## src/rtl/ifetch_unit.sv

```systemverilog
// Instruction fetch sequencer: reads the word at pc over a ready-handshake port,
// loads the instruction register, then pulses pc_inc so the PC advances by 4.
module ifetch_unit #(
    parameter int TIMEOUT = 16
) (
    input  logic        clk,
    input  logic        reset,
    input  logic        fetch_req,
    input  logic        flush,
    input  logic [31:0] pc,
    input  logic        mem_rdy,
    input  logic [31:0] mem_rdata,
    output logic [31:0] mem_addr,
    output logic        mem_rd,
    output logic [31:0] ir,
    output logic [31:0] ir_pc,
    output logic        ir_valid,
    output logic        pc_inc,
    output logic        busy,
    output logic        fetch_err
);

    localparam logic [1:0] S_IDLE = 2'd0;
    localparam logic [1:0] S_RD   = 2'd1;
    localparam logic [1:0] S_DONE = 2'd2;

    // Last counter value still allowed to wait; reaching it without mem_rdy aborts.
    localparam logic [7:0] CNT_LAST = 8'(TIMEOUT - 1);

    logic [1:0]  state_q, state_d;
    logic [7:0]  cnt_q, cnt_d;
    logic [31:0] addr_q, addr_d;
    logic [31:0] ir_q, ir_d;
    logic [31:0] ir_pc_q, ir_pc_d;
    logic        mem_rd_q, mem_rd_d;
    logic        busy_q, busy_d;
    logic        ir_valid_q, ir_valid_d;
    logic        pc_inc_q, pc_inc_d;
    logic        fetch_err_q, fetch_err_d;

    always_comb begin
        // NOTE: every signal gets a default here so no path leaves one unassigned,
        // which would otherwise infer a latch.
        state_d     = state_q;
        cnt_d       = cnt_q;
        addr_d      = addr_q;
        ir_d        = ir_q;
        ir_pc_d     = ir_pc_q;
        mem_rd_d    = 1'b0;
        busy_d      = 1'b0;
        ir_valid_d  = 1'b0;
        pc_inc_d    = 1'b0;
        fetch_err_d = 1'b0;

        case (state_q)
            S_IDLE: begin
                if (fetch_req) begin
                    if (pc[1:0] == 2'b00) begin
                        state_d  = S_RD;
                        addr_d   = pc;
                        cnt_d    = 8'd0;
                        mem_rd_d = 1'b1;
                        busy_d   = 1'b1;
                    end else begin
                        fetch_err_d = 1'b1;
                    end
                end
            end
            S_RD: begin
                // Flush beats a same-cycle mem_rdy, which beats the timeout.
                if (flush) begin
                    state_d = S_IDLE;
                end else if (mem_rdy) begin
                    state_d    = S_DONE;
                    ir_d       = mem_rdata;
                    ir_pc_d    = addr_q;
                    busy_d     = 1'b1;
                    ir_valid_d = 1'b1;
                    pc_inc_d   = 1'b1;
                end else if (cnt_q == CNT_LAST) begin
                    state_d     = S_IDLE;
                    fetch_err_d = 1'b1;
                end else begin
                    cnt_d    = cnt_q + 8'd1;
                    mem_rd_d = 1'b1;
                    busy_d   = 1'b1;
                end
            end
            S_DONE: begin
                state_d = S_IDLE;
            end
            default: begin
                state_d = S_IDLE;
            end
        endcase
    end

    // NOTE: sequential state uses non-blocking assignments so every flop samples
    // the pre-edge values regardless of statement order.
    always_ff @(posedge clk or posedge reset) begin
        if (reset) begin
            state_q     <= S_IDLE;
            cnt_q       <= 8'd0;
            addr_q      <= 32'd0;
            ir_q        <= 32'd0;
            ir_pc_q     <= 32'd0;
            mem_rd_q    <= 1'b0;
            busy_q      <= 1'b0;
            ir_valid_q  <= 1'b0;
            pc_inc_q    <= 1'b0;
            fetch_err_q <= 1'b0;
        end else begin
            state_q     <= state_d;
            cnt_q       <= cnt_d;
            addr_q      <= addr_d;
            ir_q        <= ir_d;
            ir_pc_q     <= ir_pc_d;
            mem_rd_q    <= mem_rd_d;
            busy_q      <= busy_d;
            ir_valid_q  <= ir_valid_d;
            pc_inc_q    <= pc_inc_d;
            fetch_err_q <= fetch_err_d;
        end
    end

    assign mem_addr  = addr_q;
    assign mem_rd    = mem_rd_q;
    assign ir        = ir_q;
    assign ir_pc     = ir_pc_q;
    assign ir_valid  = ir_valid_q;
    assign pc_inc    = pc_inc_q;
    assign busy      = busy_q;
    assign fetch_err = fetch_err_q;

endmodule
```

## config.mk

```make
export PLATFORM = sky130hd
export DESIGN_NAME = ifetch_unit
export DESIGN_NICKNAME = d
export VERILOG_FILES = /design/src/rtl/ifetch_unit.sv
export SDC_FILE = /design/constraint.sdc
export NUM_CORES = 1
export LEC_CHECK = 0
export BUFFER_PORTS_ARGS = -buffer_cell sky130_fd_sc_hd__buf_2
export CORE_ASPECT_RATIO = 1.4
export CORE_MARGIN = 4
export CORE_UTILIZATION = 52
export DETAILED_ROUTE_END_ITERATION = 8
export GPL_TIMING_DRIVEN = 1
export MAX_ROUTING_LAYER = met4
export PLACE_DENSITY = 0.86
export RECOVER_POWER = 100
export SLEW_MARGIN = 40
export SYNTH_ARGS = -nofsm -noshare
export SYNTH_HDL_FRONTEND = slang
export SYNTH_SLANG_ARGS = --single-unit
```

## constraint.sdc

```tcl
create_clock -name clk -period 9.5 [get_ports clk]
set_input_delay 0.475 -clock clk [delete_from_list [all_inputs] [get_ports clk]]
set_output_delay 0.475 -clock clk [all_outputs]
set_load 0.03 [all_outputs]
```

==> results.yml <==
run_status:
  outcome: "finished, violations left"
  violations: "max-capacitance violations, max-slew violations"
clocking:
  h-tree-depth: 3
  clk_pin_slew_ps: 100
  clockBufferDepth: 2
  cts.repair.resized: 0
  clock_latency_ps: 370
  clock_sinks: 110
  cts_tree: "done"
  cts_setup_buffers: 0
  numCtsBuffers: 9
  ctsHoldBuffers: 0
  cts-root-buf: "clkbuf_8"
sta:
  period_share_pct: 43.6
  rsz0062_at_grt: "no"
  min_period_ps: 4150
  max_slew_margin_pct: -89.8
  finalSetupTns_ps: 0
  worst_slew_pin_slew_ps: 2850
  clock.fmax_ghz: 0.241
  clock_skew_ps: 8.73
  setup_viol: 0
  maxSlewViolCount: 176
  hold_viol: 0
cells_and_area:
  area_growth_pct: 22.8
  layout.nets: 513
  n_antenna_cell: 0
  n_fill_cell: 638
  drive_gt1_share_pct: 40.4
placed_design:
  hpwl_mm: 6.93
  port_buffers: 169
  place_congestion: 0.832
synth:
  ys_seq_area_share_pct: 64.7
  synthAdderAreaFrac_pct: 0.294
  synth_xor_area_share_pct: 0
  ys_seq_elements: 110
  synth-compound-area-share_pct: 3.26
  synth_area_um2: 4260
  synth-simple-area-share_pct: 4.50
  synth_mux_area_share_pct: 24.9
  ys_warn_count: 0
  avgSynthCellArea_um2: 15.6
  syn_nets: 342
  synth_top_family_by_area: "multiplexers"
  ys_types: 33
  syn_inst: 272
hold_path:
  worstHoldStart: "mem_rdata[21]"
  hold_path_class: "primary input to flip-flop"
  whs_path_depth: 2
critical_path:
  crit_slowest_cell: "clkbuf_1"
  reg2regPathDepth: 4
  endpoint_kind: "asynchronous set/reset pin"
  crit_path_cell_trace: "buf_2 > clkinvlp_2 > clkbuf_1"
  crit_path_max_fanout: 57
  cp.arrival_ps: 4010
  reg2reg_from: "state_q[0]$_DFFE_PP0P_"
  crit_start: "reset"
  cp.required_ps: 9360
  worst_path_largest_cell_delay_ps: 2110
  crit_type: "primary input to asynchronous set/reset pin"
  start_kind: "primary input"
floorplanning:
  rows: 38
  ios: 170
  die_w_um: 84.5
  dieHeight_um: 115
  dieArea_um2: 9720
  core_um2: 7850
  initial_core_util_pct: 54.3
drt:
  dr_wl_met2_mm: 4.75
  routed_via_density: 5.19
  top_layer_used: "met4"
  drt-initial-drc-count: 78
  wl_per_cell_um: 16.8
  dr.pass1.iters: 4
  routed_wl_mm: 9.18
  routed-wl-met3_um: 639
  met1Wirelength_mm: 3.48
  route.detailed.drc: 0
  ant_nets: 0
  vias: 2843
power:
  ir_worst_vdd_mv: 0.195
  power_density_nw_per_um2: 286
  fin_total_pwr_uw: 1490
  power_leakage_uw: 0.00236
global_routing:
  grt_pass1_vias: 3044
  grtUsageTotal_pct: 19.9
  grt_pass1_wl_mm: 14.7
  grt_max_degree: 58
  antenna_found_initial: 0
  overflow: 0
flow_run:
  maxCapViolations: 4
cell type report:
cell class	count	area (um2)	area share (%)
flip-flops and latches	110	2750	52.7
multi-input cells	146	1370	26.2
repair buffers	172	731	14.0
clock buffers	10	138	2.63
well taps	100	125	2.39
clock inverters	6	92.6	1.77
inverters	4	17.5	0.335
flip-flops by register name (all words and copies together), names as in the netlist:
signal	flops
busy	1
cnt_q	8
fetch_err	1
ir	32
ir_pc	32
mem_addr	32
mem_rd	1
pc_inc	1
state_q	2
per-layer routing:
metal / up-vias / track usage [%]
li1: 1312 / -
met4: 0 / 9.40
met5: - / -
met3: 25 / 5.16
met1: 1398 / 22.6
met2: 108 / 32.9
synth_stat cells:
library cell,instances,share of area [%]
a21o_2,1,0.21
a21oi_1,3,0.35
a31oi_1,6,0.88
a31oi_2,1,0.29
a41oi_1,1,0.21
and2_1,3,0.44
and3_1,2,0.29
and3_2,1,0.18
and4_1,1,0.21
buf_2,2,0.24
buf_4,10,1.8
dfrtp_1,110,65
ha_1,1,0.29
inv_1,3,0.26
inv_4,1,0.15
mux2_1,4,1.1
mux2_2,90,24
nand2_1,9,0.79
nand2b_1,1,0.15
nand3_1,6,0.71
nor2_1,1,0.088
nor2_8,1,0.47
nor2b_1,1,0.15
nor3_1,1,0.12
nor4_1,1,0.15
nor4b_2,1,0.35
o21a_4,1,0.35
o21ai_0,4,0.47
o21ai_1,1,0.12
o311ai_0,1,0.21
o31ai_1,1,0.18
or2_2,1,0.15
or4_4,1,0.26
path summary, 6_finish.rpt:
path	endpoint	slack [ps]
setup / recovery	ir[11]$_DFFE_PP0P_	5350
hold / removal	ir[21]$_DFFE_PP0P_	330
setup reg to reg	ir_pc[13]$_DFFE_PP0P_	5390
hold reg to reg	fetch_err$_DFF_PP0_	500
max in group clk	ir_pc[13]$_DFFE_PP0P_	5390
min in group asynchronous	ir[9]$_DFFE_PP0P_	710
metrics by stage:
stage | std cells | hold WS [ps] | utilization (%) | setup WS (ps) | cell area, um2
after CTS | 548 | 206 | 68.8 | 6790 | 5400
after detailed placement | 532 | 477 | 65.9 | 6790 | 5170
final | 548 | 331 | 66.6 | 5350 | 5230
after global routing | 548 | 309 | 66.6 | 4410 | 5230
after floorplan | 272 | 452 | - | 6120 | 4260
after global placement | 532 | 465 | 65.9 | 6900 | 5170
cell families (layout without fill, tap and decap cells):
logic type / count (synthesis) / count (layout)
flip-flops: 110 / 110
AND/OR/NAND/NOR: 31 / 31
adder cells (fa/ha/maj): 1 / 1
AO/OA/AOI/OAI: 20 / 20
multiplexers: 94 / 94
buffers and inverters: 16 / 192
power breakdown:
group	switching [uW]	internal (uW)	total [uW]	leakage (uW)
Clock	151	157	307	0.000109
Combinational	364	152	516	0.000884
Sequential	75.9	594	670	0.00137
Total	590	903	1490	0.00236
cells in the final DEF, fill, tap and decap left out, drive strengths merged, types with 3 or more instances in the layout:
| cell | Yosys | final |
|---|---|---|
| mux2 | 94 | 94 |
| buf | 12 | 68 |
| inv | 4 | 3 |
| clkinvlp | 0 | 4 |
| dfrtp | 110 | 110 |
| a31oi | 7 | 7 |
| and3 | 3 | 3 |
| o21ai | 5 | 5 |
| nand2 | 9 | 9 |
| clkbuf | 0 | 114 |
| a21oi | 3 | 3 |
| nand3 | 6 | 6 |
| and2 | 3 | 3 |
worst max-delay path: cells and delay by family:
kind     cells  cell delay (ps)
buf+inv      3             3480
Note: power is estimated with default switching activity, not from simulation.
